===== src/rtl/alu_pkg.sv =====
// Shared ALU definitions: opcode map, sequencer states and opcode classification helpers.
// Used by alu_op_decode and alu_op_sequencer (and the ALU datapath itself).
package alu_pkg;

  localparam int NUM_OPS = 13;

  localparam logic [4:0] OP_ADD  = 5'b00011;
  localparam logic [4:0] OP_SUB  = 5'b00100;
  localparam logic [4:0] OP_SHR  = 5'b00101;
  localparam logic [4:0] OP_SHRA = 5'b00110;
  localparam logic [4:0] OP_SHL  = 5'b00111;
  localparam logic [4:0] OP_ROR  = 5'b01000;
  localparam logic [4:0] OP_ROL  = 5'b01001;
  localparam logic [4:0] OP_AND  = 5'b01010;
  localparam logic [4:0] OP_OR   = 5'b01011;
  localparam logic [4:0] OP_MUL  = 5'b01111;
  localparam logic [4:0] OP_DIV  = 5'b10000;
  localparam logic [4:0] OP_NEG  = 5'b10001;
  localparam logic [4:0] OP_NOT  = 5'b10010;

  // Bit positions inside the one-hot strobe vector
  localparam int IDX_ADD  = 0;
  localparam int IDX_SUB  = 1;
  localparam int IDX_MUL  = 2;
  localparam int IDX_DIV  = 3;
  localparam int IDX_AND  = 4;
  localparam int IDX_OR   = 5;
  localparam int IDX_SHR  = 6;
  localparam int IDX_SHRA = 7;
  localparam int IDX_SHL  = 8;
  localparam int IDX_ROR  = 9;
  localparam int IDX_ROL  = 10;
  localparam int IDX_NEG  = 11;
  localparam int IDX_NOT  = 12;

  typedef enum logic [2:0] {
    S_IDLE  = 3'd0,
    S_YLOAD = 3'd1,
    S_EXEC  = 3'd2,
    S_WBLO  = 3'd3,
    S_WBHI  = 3'd4,
    S_ERR   = 3'd5
  } state_t;

  function automatic logic [NUM_OPS-1:0] op_onehot(input logic [4:0] op);
    logic [NUM_OPS-1:0] v;
    v = '0;
    case (op)
      OP_ADD:  v[IDX_ADD]  = 1'b1;
      OP_SUB:  v[IDX_SUB]  = 1'b1;
      OP_SHR:  v[IDX_SHR]  = 1'b1;
      OP_SHRA: v[IDX_SHRA] = 1'b1;
      OP_SHL:  v[IDX_SHL]  = 1'b1;
      OP_ROR:  v[IDX_ROR]  = 1'b1;
      OP_ROL:  v[IDX_ROL]  = 1'b1;
      OP_AND:  v[IDX_AND]  = 1'b1;
      OP_OR:   v[IDX_OR]   = 1'b1;
      OP_MUL:  v[IDX_MUL]  = 1'b1;
      OP_DIV:  v[IDX_DIV]  = 1'b1;
      OP_NEG:  v[IDX_NEG]  = 1'b1;
      OP_NOT:  v[IDX_NOT]  = 1'b1;
      default: v = '0;
    endcase
    return v;
  endfunction

  function automatic logic is_unary(input logic [4:0] op);
    return (op == OP_NEG) || (op == OP_NOT);
  endfunction

  function automatic logic is_muldiv(input logic [4:0] op);
    return (op == OP_MUL) || (op == OP_DIV);
  endfunction

endpackage


===== src/rtl/alu_op_decode.sv =====
// Combinational opcode decode: one-hot ALU strobe vector plus illegal/unary/muldiv flags.
// Opcode bits above the 5-bit map must be zero for the opcode to be legal (OPW >= 5).
module alu_op_decode
  import alu_pkg::*;
#(
  parameter int OPW = 5
) (
  input  logic [OPW-1:0]     opcode,
  output logic [NUM_OPS-1:0] strobes,
  output logic               illegal,
  output logic               unary,
  output logic               muldiv
);

  logic                upper_zero;
  logic [NUM_OPS-1:0]  onehot;

  generate
    if (OPW > 5) begin : g_wide
      assign upper_zero = ~|opcode[OPW-1:5];
    end else begin : g_narrow
      assign upper_zero = 1'b1;
    end
  endgenerate

  assign onehot  = op_onehot(opcode[4:0]);
  assign strobes = upper_zero ? onehot : '0;
  assign illegal = ~|strobes;
  assign unary   = upper_zero & is_unary(opcode[4:0]);
  assign muldiv  = upper_zero & is_muldiv(opcode[4:0]);

endmodule


===== src/rtl/alu_op_sequencer.sv =====
// Control sequencer in front of the 32-bit ALU: Y load, op strobe with Z capture, Z writeback.
// Optional macro ALU_OP_SEQ_BACK2BACK_EN accepts a new start during the done cycle.
module alu_op_sequencer
  import alu_pkg::*;
#(
  parameter int OPW                = 5,
  parameter int EXEC_CYCLES        = 1,
  parameter int MULDIV_EXEC_CYCLES = 1
) (
  input  logic           clock,
  input  logic           clear_n,
  input  logic           start,
  input  logic [OPW-1:0] opcode,
  output logic           busy,
  output logic           done,
  output logic           illegal,
  output logic           src1_out,
  output logic           src2_out,
  output logic           Yin,
  output logic           Zin,
  output logic           Zlowout,
  output logic           Zhighout,
  output logic           Rin,
  output logic           LOin,
  output logic           HIin,
  output logic           op_add,
  output logic           op_sub,
  output logic           op_mul,
  output logic           op_div,
  output logic           op_and,
  output logic           op_or,
  output logic           op_shr,
  output logic           op_shra,
  output logic           op_shl,
  output logic           op_ror,
  output logic           op_rol,
  output logic           op_neg,
  output logic           op_not
);

  localparam int MAX_N = (EXEC_CYCLES > MULDIV_EXEC_CYCLES) ? EXEC_CYCLES : MULDIV_EXEC_CYCLES;
  localparam int CW    = (MAX_N > 1) ? $clog2(MAX_N) : 1;
  localparam logic [CW-1:0] LAST_STD = CW'(EXEC_CYCLES - 1);
  localparam logic [CW-1:0] LAST_MD  = CW'(MULDIV_EXEC_CYCLES - 1);

  state_t             state, state_nxt, entry_state;
  logic [OPW-1:0]     op_q;
  logic [CW-1:0]      cnt, cnt_nxt;
  logic               accept, last_exec;
  logic               in_upper_zero, in_legal;
  logic [NUM_OPS-1:0] cap_strobes, op_strobes;
  logic               cap_illegal, cap_unary, cap_muldiv;
  logic               unused_cap;

  alu_op_decode #(.OPW(OPW)) u_dec (
    .opcode  (op_q),
    .strobes (cap_strobes),
    .illegal (cap_illegal),
    .unary   (cap_unary),
    .muldiv  (cap_muldiv)
  );

  assign unused_cap = &{1'b0, cap_illegal, cap_unary};

  // Classification of the live opcode, needed only to pick the first state on accept
  generate
    if (OPW > 5) begin : g_in_wide
      assign in_upper_zero = ~|opcode[OPW-1:5];
    end else begin : g_in_narrow
      assign in_upper_zero = 1'b1;
    end
  endgenerate

  assign in_legal = in_upper_zero & (|op_onehot(opcode[4:0]));

  always_comb begin
    entry_state = S_YLOAD;
    if (!in_legal)
      entry_state = S_ERR;
    else if (is_unary(opcode[4:0]))
      entry_state = S_EXEC;
  end

`ifdef ALU_OP_SEQ_BACK2BACK_EN
  logic done_state;
  assign done_state = ((state == S_WBLO) && !cap_muldiv) || (state == S_WBHI);
  assign accept     = start && ((state == S_IDLE) || done_state);
`else
  assign accept     = start && (state == S_IDLE);
`endif

  assign last_exec = (cnt == (cap_muldiv ? LAST_MD : LAST_STD));

  always_ff @(posedge clock or negedge clear_n) begin
    if (!clear_n) begin
      state <= S_IDLE;
      cnt   <= '0;
      op_q  <= '0;
    end else begin
      state <= state_nxt;
      cnt   <= cnt_nxt;
      if (accept)
        op_q <= opcode;
    end
  end

  always_comb begin
    state_nxt = state;
    cnt_nxt   = '0;
    case (state)
      S_IDLE:  if (accept) state_nxt = entry_state;
      S_YLOAD: state_nxt = S_EXEC;
      S_EXEC: begin
        if (last_exec)
          state_nxt = S_WBLO;
        else
          cnt_nxt = cnt + CW'(1);
      end
      S_WBLO: begin
        if (cap_muldiv)
          state_nxt = S_WBHI;
        else if (accept)
          state_nxt = entry_state;
        else
          state_nxt = S_IDLE;
      end
      S_WBHI:  state_nxt = accept ? entry_state : S_IDLE;
      S_ERR:   state_nxt = S_IDLE;
      default: state_nxt = S_IDLE;
    endcase
  end

  always_comb begin
    busy       = (state != S_IDLE);
    done       = 1'b0;
    illegal    = 1'b0;
    src1_out   = 1'b0;
    src2_out   = 1'b0;
    Yin        = 1'b0;
    Zin        = 1'b0;
    Zlowout    = 1'b0;
    Zhighout   = 1'b0;
    Rin        = 1'b0;
    LOin       = 1'b0;
    HIin       = 1'b0;
    op_strobes = '0;
    case (state)
      S_YLOAD: begin
        src1_out = 1'b1;
        Yin      = 1'b1;
      end
      S_EXEC: begin
        src2_out   = 1'b1;
        op_strobes = cap_strobes;
        Zin        = last_exec;
      end
      S_WBLO: begin
        Zlowout = 1'b1;
        LOin    = cap_muldiv;
        Rin     = ~cap_muldiv;
        done    = ~cap_muldiv;
      end
      S_WBHI: begin
        Zhighout = 1'b1;
        HIin     = 1'b1;
        done     = 1'b1;
      end
      S_ERR:   illegal = 1'b1;
      default: ;
    endcase
  end

  assign op_add  = op_strobes[IDX_ADD];
  assign op_sub  = op_strobes[IDX_SUB];
  assign op_mul  = op_strobes[IDX_MUL];
  assign op_div  = op_strobes[IDX_DIV];
  assign op_and  = op_strobes[IDX_AND];
  assign op_or   = op_strobes[IDX_OR];
  assign op_shr  = op_strobes[IDX_SHR];
  assign op_shra = op_strobes[IDX_SHRA];
  assign op_shl  = op_strobes[IDX_SHL];
  assign op_ror  = op_strobes[IDX_ROR];
  assign op_rol  = op_strobes[IDX_ROL];
  assign op_neg  = op_strobes[IDX_NEG];
  assign op_not  = op_strobes[IDX_NOT];

endmodule


===== config.mk =====
export PLATFORM = sky130hd
export DESIGN_NAME = alu_op_sequencer
export DESIGN_NICKNAME = d
export VERILOG_FILES = /design/src/rtl/alu_pkg.sv /design/src/rtl/alu_op_decode.sv /design/src/rtl/alu_op_sequencer.sv
export SDC_FILE = /design/constraint.sdc
export NUM_CORES = 1
export LEC_CHECK = 0
export BUFFER_PORTS_ARGS = -buffer_cell sky130_fd_sc_hd__buf_2
export CORE_MARGIN = 2
export CORE_UTILIZATION = 43
export CTS_CLUSTER_DIAMETER = 200
export CTS_CLUSTER_SIZE = 25
export DETAILED_ROUTE_END_ITERATION = 16
export HOLD_SLACK_MARGIN = 0.12
export PLACE_DENSITY = 0.76
export SLEW_MARGIN = 20
export SYNTH_ARGS = -nofsm -noshare
export SYNTH_HDL_FRONTEND = slang
export SYNTH_SLANG_ARGS = --single-unit

===== constraint.sdc =====
create_clock -name clock -period 1.9 [get_ports clock]
set_clock_uncertainty 0.2 [all_clocks]
set_input_delay 0.095 -clock clock [delete_from_list [all_inputs] [get_ports clock]]
set_output_delay 0.095 -clock clock [all_outputs]
set_load 0.03 [all_outputs]

# After elaboration in Yosys (flattened, before gate mapping)
# Index checks and enable logic that the tools add are counted.
# W data, S select, Z words.
dict set report totals {
  word_cells 91
  inputBits 8
  output_inout_bits 25
  register_bits 9
}
dict set report op_classes {
  eq_ne 33
  addsub 1
  n_reduce_logical 7
  muxes 45
  n_bitwise 2
}
# operator count
set op_table {}
lappend op_table {{$eq A5 B4 Y1 const B} 10}
lappend op_table {{$eq A5 B3 Y1 const B} 8}
lappend op_table {{$mux W1} 36}
lappend op_table {{$eq A5 B5 Y1 const B} 6}
lappend op_table {{$mux W3} 5}
lappend op_table {{$pmux W3 S5} 1}
lappend op_table {{$mux W13} 1}
lappend op_table {{$reduce_or A13 Y1} 1}
lappend op_table {{$eq A5 B2 Y1 const B} 2}
lappend op_table {{$eq A3 B2 Y1 const B} 2}
lappend op_table {{$eq A3 B3 Y1 const B} 2}
lappend op_table {{$ne A2 B2 Y1 const B} 2}
lappend op_table {{$eq A3 B1 Y1 const B} 1}
lappend op_table {{$logic_not A3 Y1} 1}
lappend op_table {{$reduce_bool A3 Y1} 1}
lappend op_table {{$logic_or A1 B1 Y1} 2}
lappend op_table {{$mux W2} 1}
lappend op_table {{$not A1 Y1} 2}
lappend op_table {{$pmux W1 S2} 1}
lappend op_table {{$reduce_and A2 Y1} 1}
lappend op_table {{$add A1 B1 Y1 const B} 1}
lappend op_table {{$logic_and A1 B1 Y1} 1}

# Depth between registers and ports, before layout
# Gate-level depths: netlist (run 1).
dict set report logic_depth {
  word_depth 7
  depth_mapped 5
  mapped_depth_nobuf 4
}

# Hierarchy
# From an unflattened synthesis (run 1), not the netlist that was laid out.
dict set report unflattened {
  cells_unflattened 89
  hier_area_um2 740.7
}
# module seq_area_each_um2 cells_each instances area_each_um2
set by_module_without_submodules {}
lappend by_module_without_submodules {alu_op_sequencer 200.2 59 1 588.1}
lappend by_module_without_submodules {alu_op_decode 0.0 30 1 152.6}

# Least setup slack after synthesis (run 1)
# OpenSTA, ideal clock, no wires.
dict set report synth_path {
  path_type {register -> output}
  start {reg state[0]}
  end {out op_or}
  setup_slack_ns -0.146
  n_path_buf 1
  arrival_time_ns 1.751
  path_stages_with_launch 6
  required_time_ns 1.605
  cell_sequence {dfrtp_1 buf_2 nand2b_4 nor3_1 nand3_1 nor3b_1}
}
dict set report synth_via {
  elab_chain_len 2
}
# item line
set synth_lines {}
lappend synth_lines {{start: declaration} alu_op_sequencer.sv:46} ;# state_t state, state_nxt, entry_state;
lappend synth_lines {{start signal: assignment} alu_op_sequencer.sv:100} ;# state <= state_nxt;
lappend synth_lines {{$eq A3 B2 Y1} alu_op_sequencer.sv:147} ;# case (state)
lappend synth_lines {{$mux W13} alu_op_sequencer.sv:147}
lappend synth_lines {{end: declaration} alu_op_sequencer.sv:31} ;# output logic op_or,
# Every way passes these cells.

# Final worst setup path (run 1)
dict set report layout_path {
  start {reg op_q[3]}
  end {out op_not}
}
dict set report layout_via {
  elab_chain_len 3
}
# item line
set layout_lines {}
lappend layout_lines {{start: declaration} alu_op_sequencer.sv:47} ;# logic [OPW-1:0] op_q;
lappend layout_lines {{start signal: assignment} alu_op_sequencer.sv:103} ;# op_q <= opcode;
lappend layout_lines {{$eq A5 B5 Y1} --}
lappend layout_lines {{$mux W1} alu_pkg.sv:48} ;# case (op)
lappend layout_lines {{$mux W13} alu_op_sequencer.sv:147}
lappend layout_lines {{end: declaration} alu_op_sequencer.sv:38} ;# output logic op_not
# Every way passes these cells.

==> results.toml, run 1 <==
[outcome]
status = "finished with violations"
violations = "negative setup slack"

[detailed_routing]
vias = 726
wire_per_inst_um = 14.3
wl_mm = 1.96
drtIter0Drc = 22
via_per_inst = 5.30
drc = 0
antenna_left = 0
drtPass1Iterations = 4

[timing]
setup_viol = 4
rsz0062_at_grt = "true"
setup_slack_ps = -71.1
whs_ps = 432
finalMaxSlewViolations = 0
min_period_ps = 1970
setup_tns_ps = -206
finalHoldViolations = 0
period_share_pct = 104
worst_pin_slew_ps = 369
slew_headroom_pct = 75.3
fmax_ghz = 0.507

[clock_network]
path_clk_slew_ps = 50
cts_root_buf = "clkbuf_4"
cts.sinks = 8
ctsHtreeMaxLevel = 1
cts-buffers-inserted = 3
clk_latency_ps = 250
cts_tree = "done"
cts_buffer_depth = 2

[synthesis]
synth_nets = 83
yosys_warnings = 0
ys_seq_area_share_pct = 31.3
synth_cells = 75
netlist_area_um2 = 641
ys_types = 34
synth.avg_cell_area_um2 = 8.54
synth-seq-cells = 8

[power_and_ir_drop]
ir_drop_v = 0.000978
power_density_nw_per_um2 = 1690
power_leakage_nw = 0.516
power.total_mw = 1.79

[floorplanning]
dieArea_um2 = 1810
fp.dieH_um = 42.6
core_region_area_um2 = 1350
start_util_pct = 47.5
rows = 13
die_w_um = 42.6
io_pins = 33

[setup_path]
rr_endpoint = "op_q[4]"
cp-startpoint = "op_q[3]"
critical_path.max_fanout = 3
reg2reg_depth = 4
cp-start-kind = "flop"
cp-end-kind = "output port"
critPathKind = "flop to output port"
max_stage_delay_ps = 420
cp.arrival_ps = 1680
crit_end = "op_not"
worstReg2RegStart = "state[1]"
crit_chain = "or3b_4 -> or3_4 -> nor2_2 -> buf_6"
slowest_stage = "or3b_4"
r2r_setup_slack_ps = 110
worstPathRequired_ps = 1600

[final_layout]
area_growth_pct = 64.6
nets = 132
diodes = 0
fin_util_pct = 78.1
design_area_um2 = 1050
final_layout_size_suffix_gt1_share_pct = 58.2

[grt]
grt_pass1_wl_mm = 2.84
grt_use_total_pct = 21.2
antenna_found_initial = 0
grt_max_degree = 10
gr-total-overflow = 0
first_global_vias = 658

[job]
cap_violations = 0

[placement]
routabilityCongestion = 0.778
port-buffer-count = 32
hpwlAfterDp_mm = 1.22
dpl_cell_area_um2 = 836

[worst_hold_path]
min_path_type = "flop to flop"
==> layer usage <==
metal  vias up  wire (µm)  global-route usage [%]
met3         2         92                    3.02
li1        354          -                       -
met1       340        772                    23.5
met4         0         10                    9.38
met2        30       1090                    39.1
met5         -          0                       0
==> layout by cell type (no fill, tap or decap), types with 3 or more instances in the layout <==
| master | count |
|---|---|
| buf_2 | 27 |
| buf_4 | 11 |
| buf_6 | 4 |
| clkbuf_4 | 4 |
| dfrtp_1 | 7 |
| dlygate4sd3_1 | 8 |
| inv_1 | 4 |
| mux2_2 | 5 |
| nor2_1 | 12 |
| nor2_2 | 3 |
| nor3_2 | 3 |
==> cell usage after synthesis (all sizes together) <==
master	n	area share [%]
a211oi	2	2.3
a311oi	1	1.4
mux2i	1	1.6
a22oi	1	1.2
a221oi	1	2.3
nand3b	2	2.3
o221ai	1	1.4
nand2	4	2.7
o32ai	1	2.5
nor2	15	8.8
nand3	1	0.78
inv	4	2.3
a21bo	1	1.6
xnor2	1	1.4
and2	2	2.0
clkbuf	2	1.4
a21oi	1	0.78
nor3	5	4.7
buf	5	5.1
nor2b	1	0.98
nor3b	2	2.3
or3b	1	1.4
and3	1	0.98
or3	1	1.8
nand2b	3	4.1
or2	2	2.0
dfrtp	8	31
mux2	5	8.8
==> what timing repair did <==
action | in CTS | in global routing
pin swaps | 1 | 1
gates resized for setup | 11 | 9
hold buffers | 8 | 0
endpoints found under the setup margin | 14 | 14
endpoints found under the hold margin | 16 | 0
setup buffers | 2 | 4
==> power breakdown <==
part / internal [mW] / switching, mW
combinational: 0.544 / 0.731
clock: 0.0723 / 0.0583
sequential: 0.262 / 0.118
total: 0.878 / 0.907
==> worst min-delay path by stage <==
| stage | startpoint | end | cells past startpoint |
|---|---|---|---|
| after floorplan | clear_n | op_q[0] | 0 |
| after global placement | clear_n | op_q[0] | 1 |
| after detailed placement | clear_n | op_q[0] | 1 |
| after CTS | op_q[1] | op_q[1] | 1 |
| after global routing | op_q[4] | op_q[4] | 2 |
| final | op_q[1] | op_q[1] | 1 |
==> worst max-delay path: cells and delay by family, from the launching register on <==
kind | cells | cell delay [ps]
flip-flops | 1 | 380
buffers and inverters | 1 | 140
AND/OR/NAND/NOR | 3 | 920
==> metrics by stage <==
step                setup slack, ps  instances
floorplan                      21.9         75
global placement                149        120
detailed placement              115        120
CTS                           -78.3        133
global route                   -119        137
finish                        -71.1        137
==> state kept, by name, indices dropped and copies added (netlist names) <==
name,count
op_q,5
state,3
==> logic make-up after synthesis <==
group / Yosys count / share of synthesized area (%)
and+or+nand+nor: 40 / 34.8
buffers and inverters: 11 / 8.79
AOI/OAI and AO/OA: 9 / 13.5
DFF: 8 / 31.2
muxes: 6 / 10.4
xor gates and xnor gates: 1 / 1.37
==> cell type report <==
class,count,area (µm²)
multi-input cells,56,447
repair buffers,51,350
fillers,96,295
flip-flops and latches,8,201
clock buffers,3,22.5
well taps,15,18.8
inverters,4,15.0
Note: power is estimated with default switching activity, not from simulation.
==> run 2, diff against run 1 <==
--- a/config.mk
+++ b/config.mk
@@ -5,14 +5,13 @@
 export SDC_FILE = /design/constraint.sdc
 export NUM_CORES = 1
 export LEC_CHECK = 0
-export BUFFER_PORTS_ARGS = -buffer_cell sky130_fd_sc_hd__buf_2
 export CORE_MARGIN = 2
-export CORE_UTILIZATION = 43
+export CORE_UTILIZATION = 47
 export CTS_CLUSTER_DIAMETER = 200
 export CTS_CLUSTER_SIZE = 25
 export DETAILED_ROUTE_END_ITERATION = 16
+export DONT_BUFFER_PORTS = 1
 export HOLD_SLACK_MARGIN = 0.12
-export PLACE_DENSITY = 0.76
 export SLEW_MARGIN = 20
 export SYNTH_ARGS = -nofsm -noshare
 export SYNTH_HDL_FRONTEND = slang
==> results.toml, run 2 (synthesis gave the netlist of run 1 again) <==
[clock_network]
cts-buffers-inserted = 3
path_clk_slew_ps = 50
cts.sinks = 8
clk_latency_ps = 250
cts_root_buf = "clkbuf_4"
cts_tree = "done"
cts_buffer_depth = 2
ctsHtreeMaxLevel = 1

[final_layout]
largest_register = "op_q"
stdcell_count = 118
final_cell_mix = "22 x buf_4, 13 x nor2_1, 8 x dlygate4sd3_1"
top_regs = "op_q: 5 flops, state: 3 flops"
final_common_cell = "buf_4"
largest_reg_flops = 5
fillerInstances = 107
nets = 113
diodes = 0
final_layout_size_suffix_gt1_share_pct = 52.4
area_growth_pct = 49.6

[setup_path]
critical_path.max_fanout = 3
r2r_setup_slack_ps = 200
cp-start-kind = "flop"
max_stage_delay_ps = 410
crit_chain = "or3b_4 -> or3_4 -> nor2_2 -> buf_6"
reg2reg_depth = 3
rr_endpoint = "op_q[0]"
worstReg2RegStart = "state[1]"
critPathKind = "flop to output port"
cp-end-kind = "output port"
cp.arrival_ps = 1690
cp-startpoint = "op_q[3]"
worstPathRequired_ps = 1600
slowest_stage = "or3b_4"

[worst_hold_path]
min_from = "opcode[1]"
whs_endpoint = "state[0]"
min_path_type = "input port to flop"
min_path_cells = 4

[timing]
worst_pin_slew_ps = 359
fmax_ghz = 0.505
period_share_pct = 104
min_period_ps = 1980
setup_viol = 3
rsz0062_at_grt = "true"
finalMaxSlewViolations = 0
slew_headroom_pct = 76.0
finalHoldViolations = 0
setup_slack_ps = -80.4

[floorplanning]
die_w_um = 40.9
core_region_area_um2 = 1280
dieArea_um2 = 1670
io_pins = 33
start_util_pct = 49.9
rows = 13
fp.dieH_um = 40.9

[power_and_ir_drop]
power_density_nw_per_um2 = 1680
power_leakage_nw = 0.422
sw_frac_of_total_pct = 51.3
clock_power_share_pct = 7.9
p_comb_share_pct = 67.7
power.internal_uw = 784
p_sw_uw = 824
ir_drop_v = 0.000829
seq_power_share_pct = 24.4

[grt]
grt_use_total_pct = 22.9
grt_max_degree = 10
first_global_vias = 553
antenna_found_initial = 0
gr-total-overflow = 0
grt_pass1_wl_mm = 2.36

[detailed_routing]
via_per_inst = 5.44
drtPass1Iterations = 4
antenna_left = 0
drtIter0Drc = 8
wl_mm = 1.69
vias = 642
drc = 0
wire_per_inst_um = 14.3

[placement]
post-place-ws_ps = 95.7
place_inst = 105
hpwlAfterDp_mm = 1.24
port-buffer-count = 0
routabilityCongestion = 0.685

[outcome]
violations = "negative setup slack"
status = "finished with violations"

[job]
cap_violations = 0
[run 2: worst max-delay path by stage]
stage / end / slack [ps] / cells after the start
5_1_grt: op_neg / -140 / 4
4_1_cts: op_neg / -70 / 4
3_5_place_dp: op_or / 100 / 5
2_1_floorplan: op_neg / 20 / 3
6_report: op_neg / -80 / 4
3_3_place_gp: op_or / 150 / 5
[run 2: power by group through the flow]
stage | registers (mW) | clock network [mW] | logic, mW
3_3_place_gp | 0.383 | 0 | 0.946
3_5_place_dp | 0.391 | 0 | 0.969
5_1_grt | 0.409 | 0.143 | 1.17
4_1_cts | 0.390 | 0.130 | 1.05
6_report | 0.393 | 0.127 | 1.09
2_1_floorplan | 0.336 | 0 | 0.808
[run 2: critical path: cells and delay by family, from the launching register on]
kind          cells  cell delay, ps
flops             1             380
buf+inv           1             140
simple gates      3             910
[run 2: per-layer routing]
metal	part of all wire [%]	global-route usage, %	vias to the layer above
li1	-	-	318
met1	39	24.9	296
met2	53	40.6	24
met3	5.8	4.89	4
met4	1.8	12.5	0
met5	0	0	-
[run 2: stage by stage]
stage               instance area, µm²  utilization (%)  TNS (ps)  total power [mW]  hold slack [ps]
floorplan                          661                -         0              1.14             -401
finish                             958             74.6      -196              1.61              175
detailed placement                 803             62.5         0              1.36             -400
CTS                                937             72.9      -229              1.57              135
global route                       958             74.6      -504              1.72              222
global placement                   803             62.5         0              1.33             -400
[run 2: repair_timing]
action                                  4_1_cts  5_1_grt
gates resized for setup                       9        4
setup buffers                                 1        1
endpoints found under the hold margin        16        0
hold buffers                                  8        0
endpoints found under the setup margin       15       14
[run 2: layout make-up]
class                           instances  area (µm²)  area share [%]
Tap cell                               15        18.8            1.96
Timing Repair Buffer                   32         268            27.9
Multi-Input combinational cell         56         430            44.9
Inverter                                4        15.0            1.57
Sequential cell                         8         204            21.3
Clock buffer                            3        22.5            2.35
==> run 3, diff against run 2 <==
--- a/config.mk
+++ b/config.mk
@@ -6,7 +6,7 @@
 export NUM_CORES = 1
 export LEC_CHECK = 0
 export CORE_MARGIN = 2
-export CORE_UTILIZATION = 47
+export CORE_UTILIZATION = 38
 export CTS_CLUSTER_DIAMETER = 200
 export CTS_CLUSTER_SIZE = 25
 export DETAILED_ROUTE_END_ITERATION = 16
==> results.toml, run 3 (synthesis gave the netlist of run 1 again) <==
[timing]
finalHoldViolations = 0
setup_tns_ps = -289
finalMaxSlewViolations = 0
fmax_ghz = 0.503
setup_viol = 4
period_share_pct = 105
min_period_ps = 1990
slew_headroom_pct = 75.5
setup_slack_ps = -89.1
worst_pin_slew_ps = 366
rsz0062_at_grt = "true"

[placement]
hpwlAfterDp_mm = 1.25
routabilityCongestion = 0.717
place_inst = 107
port-buffer-count = 0

[setup_path]
crit_chain = "or3b_4 -> or3_4 -> nor2_2 -> buf_6"
critical_path.max_fanout = 3
cp.arrival_ps = 1690
critPathKind = "flop to output port"
cp-end-kind = "output port"
worstPathRequired_ps = 1600
cp-start-kind = "flop"
slowest_stage = "or3b_4"
max_stage_delay_ps = 420

[floorplanning]
io_pins = 33
die_w_um = 45.1
rows = 14
start_util_pct = 41.6
core_region_area_um2 = 1540
fp.dieH_um = 45.1
dieArea_um2 = 2030

[final_layout]
largest_register = "op_q"
final_cell_mix = "25 x buf_4, 14 x nor2_1, 9 x dlygate4sd3_1"
area_growth_pct = 56.6
top_regs = "op_q: 5 flops, state: 3 flops"
final_layout_size_suffix_gt1_share_pct = 48.6
stdcell_count = 123
diodes = 0
nets = 117
largest_reg_flops = 5
final_common_cell = "buf_4"

[clock_network]
ctsHtreeMaxLevel = 1
clk_latency_ps = 250
cts-buffers-inserted = 3
path_clk_slew_ps = 60
cts_root_buf = "clkbuf_4"
cts_tree = "done"
cts.sinks = 8
cts_buffer_depth = 2

[worst_hold_path]
min_path_type = "input port to flop"

[grt]
grt_pass1_wl_mm = 2.69
grt_max_degree = 10
antenna_found_initial = 0
first_global_vias = 603
grt_use_total_pct = 18.8
gr-total-overflow = 0

[detailed_routing]
via_per_inst = 5.29
drc = 0
antenna_left = 0
drtPass1Iterations = 4
wire_per_inst_um = 14.6
vias = 651
wl_mm = 1.80
drtIter0Drc = 17

[job]
cap_violations = 0

[power_and_ir_drop]
power_leakage_nw = 0.448
ir_drop_v = 0.000907
power_density_nw_per_um2 = 1710

[outcome]
violations = "negative setup slack"
status = "finished with violations"
run 3: per-stage QoR:
| stage | power (mW) | util, % | setup WS, ps | hold slack [ps] | area [µm²] |
|---|---|---|---|---|---|
| floorplan | 1.14 | - | 21.9 | -401 | 661 |
| CTS | 1.65 | 62.6 | -86.8 | 125 | 965 |
| global placement | 1.39 | 53.5 | 112 | -400 | 825 |
| global route | 1.82 | 65.1 | -146 | 199 | 1000 |
| detailed placement | 1.42 | 53.5 | 117 | -400 | 825 |
| finish | 1.72 | 65.1 | -89.1 | 160 | 1000 |
run 3: power breakdown:
group | internal [mW] | switching [mW] | leakage, nW
combinational | 0.525 | 0.673 | 0.340
clock | 0.0724 | 0.0593 | 0.0138
sequential | 0.264 | 0.127 | 0.0942
run 3: area by class of cell:
| class | count | area, µm² |
|---|---|---|
| flip-flops and latches | 8 | 203 |
| multi-input cells | 56 | 434 |
| fillers | 128 | 538 |
| well taps | 16 | 20.0 |
| inverters | 4 | 15.0 |
| clock buffers | 3 | 22.5 |
| repair buffers | 36 | 309 |
run 3: repair_timing:
action | in CTS | in global routing
buffers inserted | 1 | 3
hold buffers | 8 | 1
resized for setup | 8 | 1
pin swaps | 1 | 3
endpoints found under the setup margin | 14 | 14
endpoints found under the hold margin | 16 | 1
run 3: final timing paths:
check                      startpoint        to  slack (ps)  cells past startpoint
setup / recovery              op_q[3]    op_not         -90                      4
hold / removal              opcode[1]  state[0]         160                      4
setup reg to reg             state[0]   op_q[3]         170                      4
hold reg to reg              state[0]  state[0]         320                      1
max in group asynchronous     clear_n  state[1]         690                      2
min in group asynchronous     clear_n   op_q[3]         520                      2
run 3: per-layer routing:
metal	wire, µm	vias to the layer above	share of wire [%]	track usage, %
li1	-	322	-	-
met1	746	302	41	20.9
met2	928	25	52	33.1
met3	114	2	6.3	3.60
met4	9	0	0.50	10.6
met5	0	-	0	0
run 3: critical path, delay by kind of cell (launching register included):
| kind | cells | cell delay [ps] |
|---|---|---|
| buffers and inverters | 1 | 140 |
| and+or+nand+nor | 3 | 900 |
| DFF | 1 | 390 |
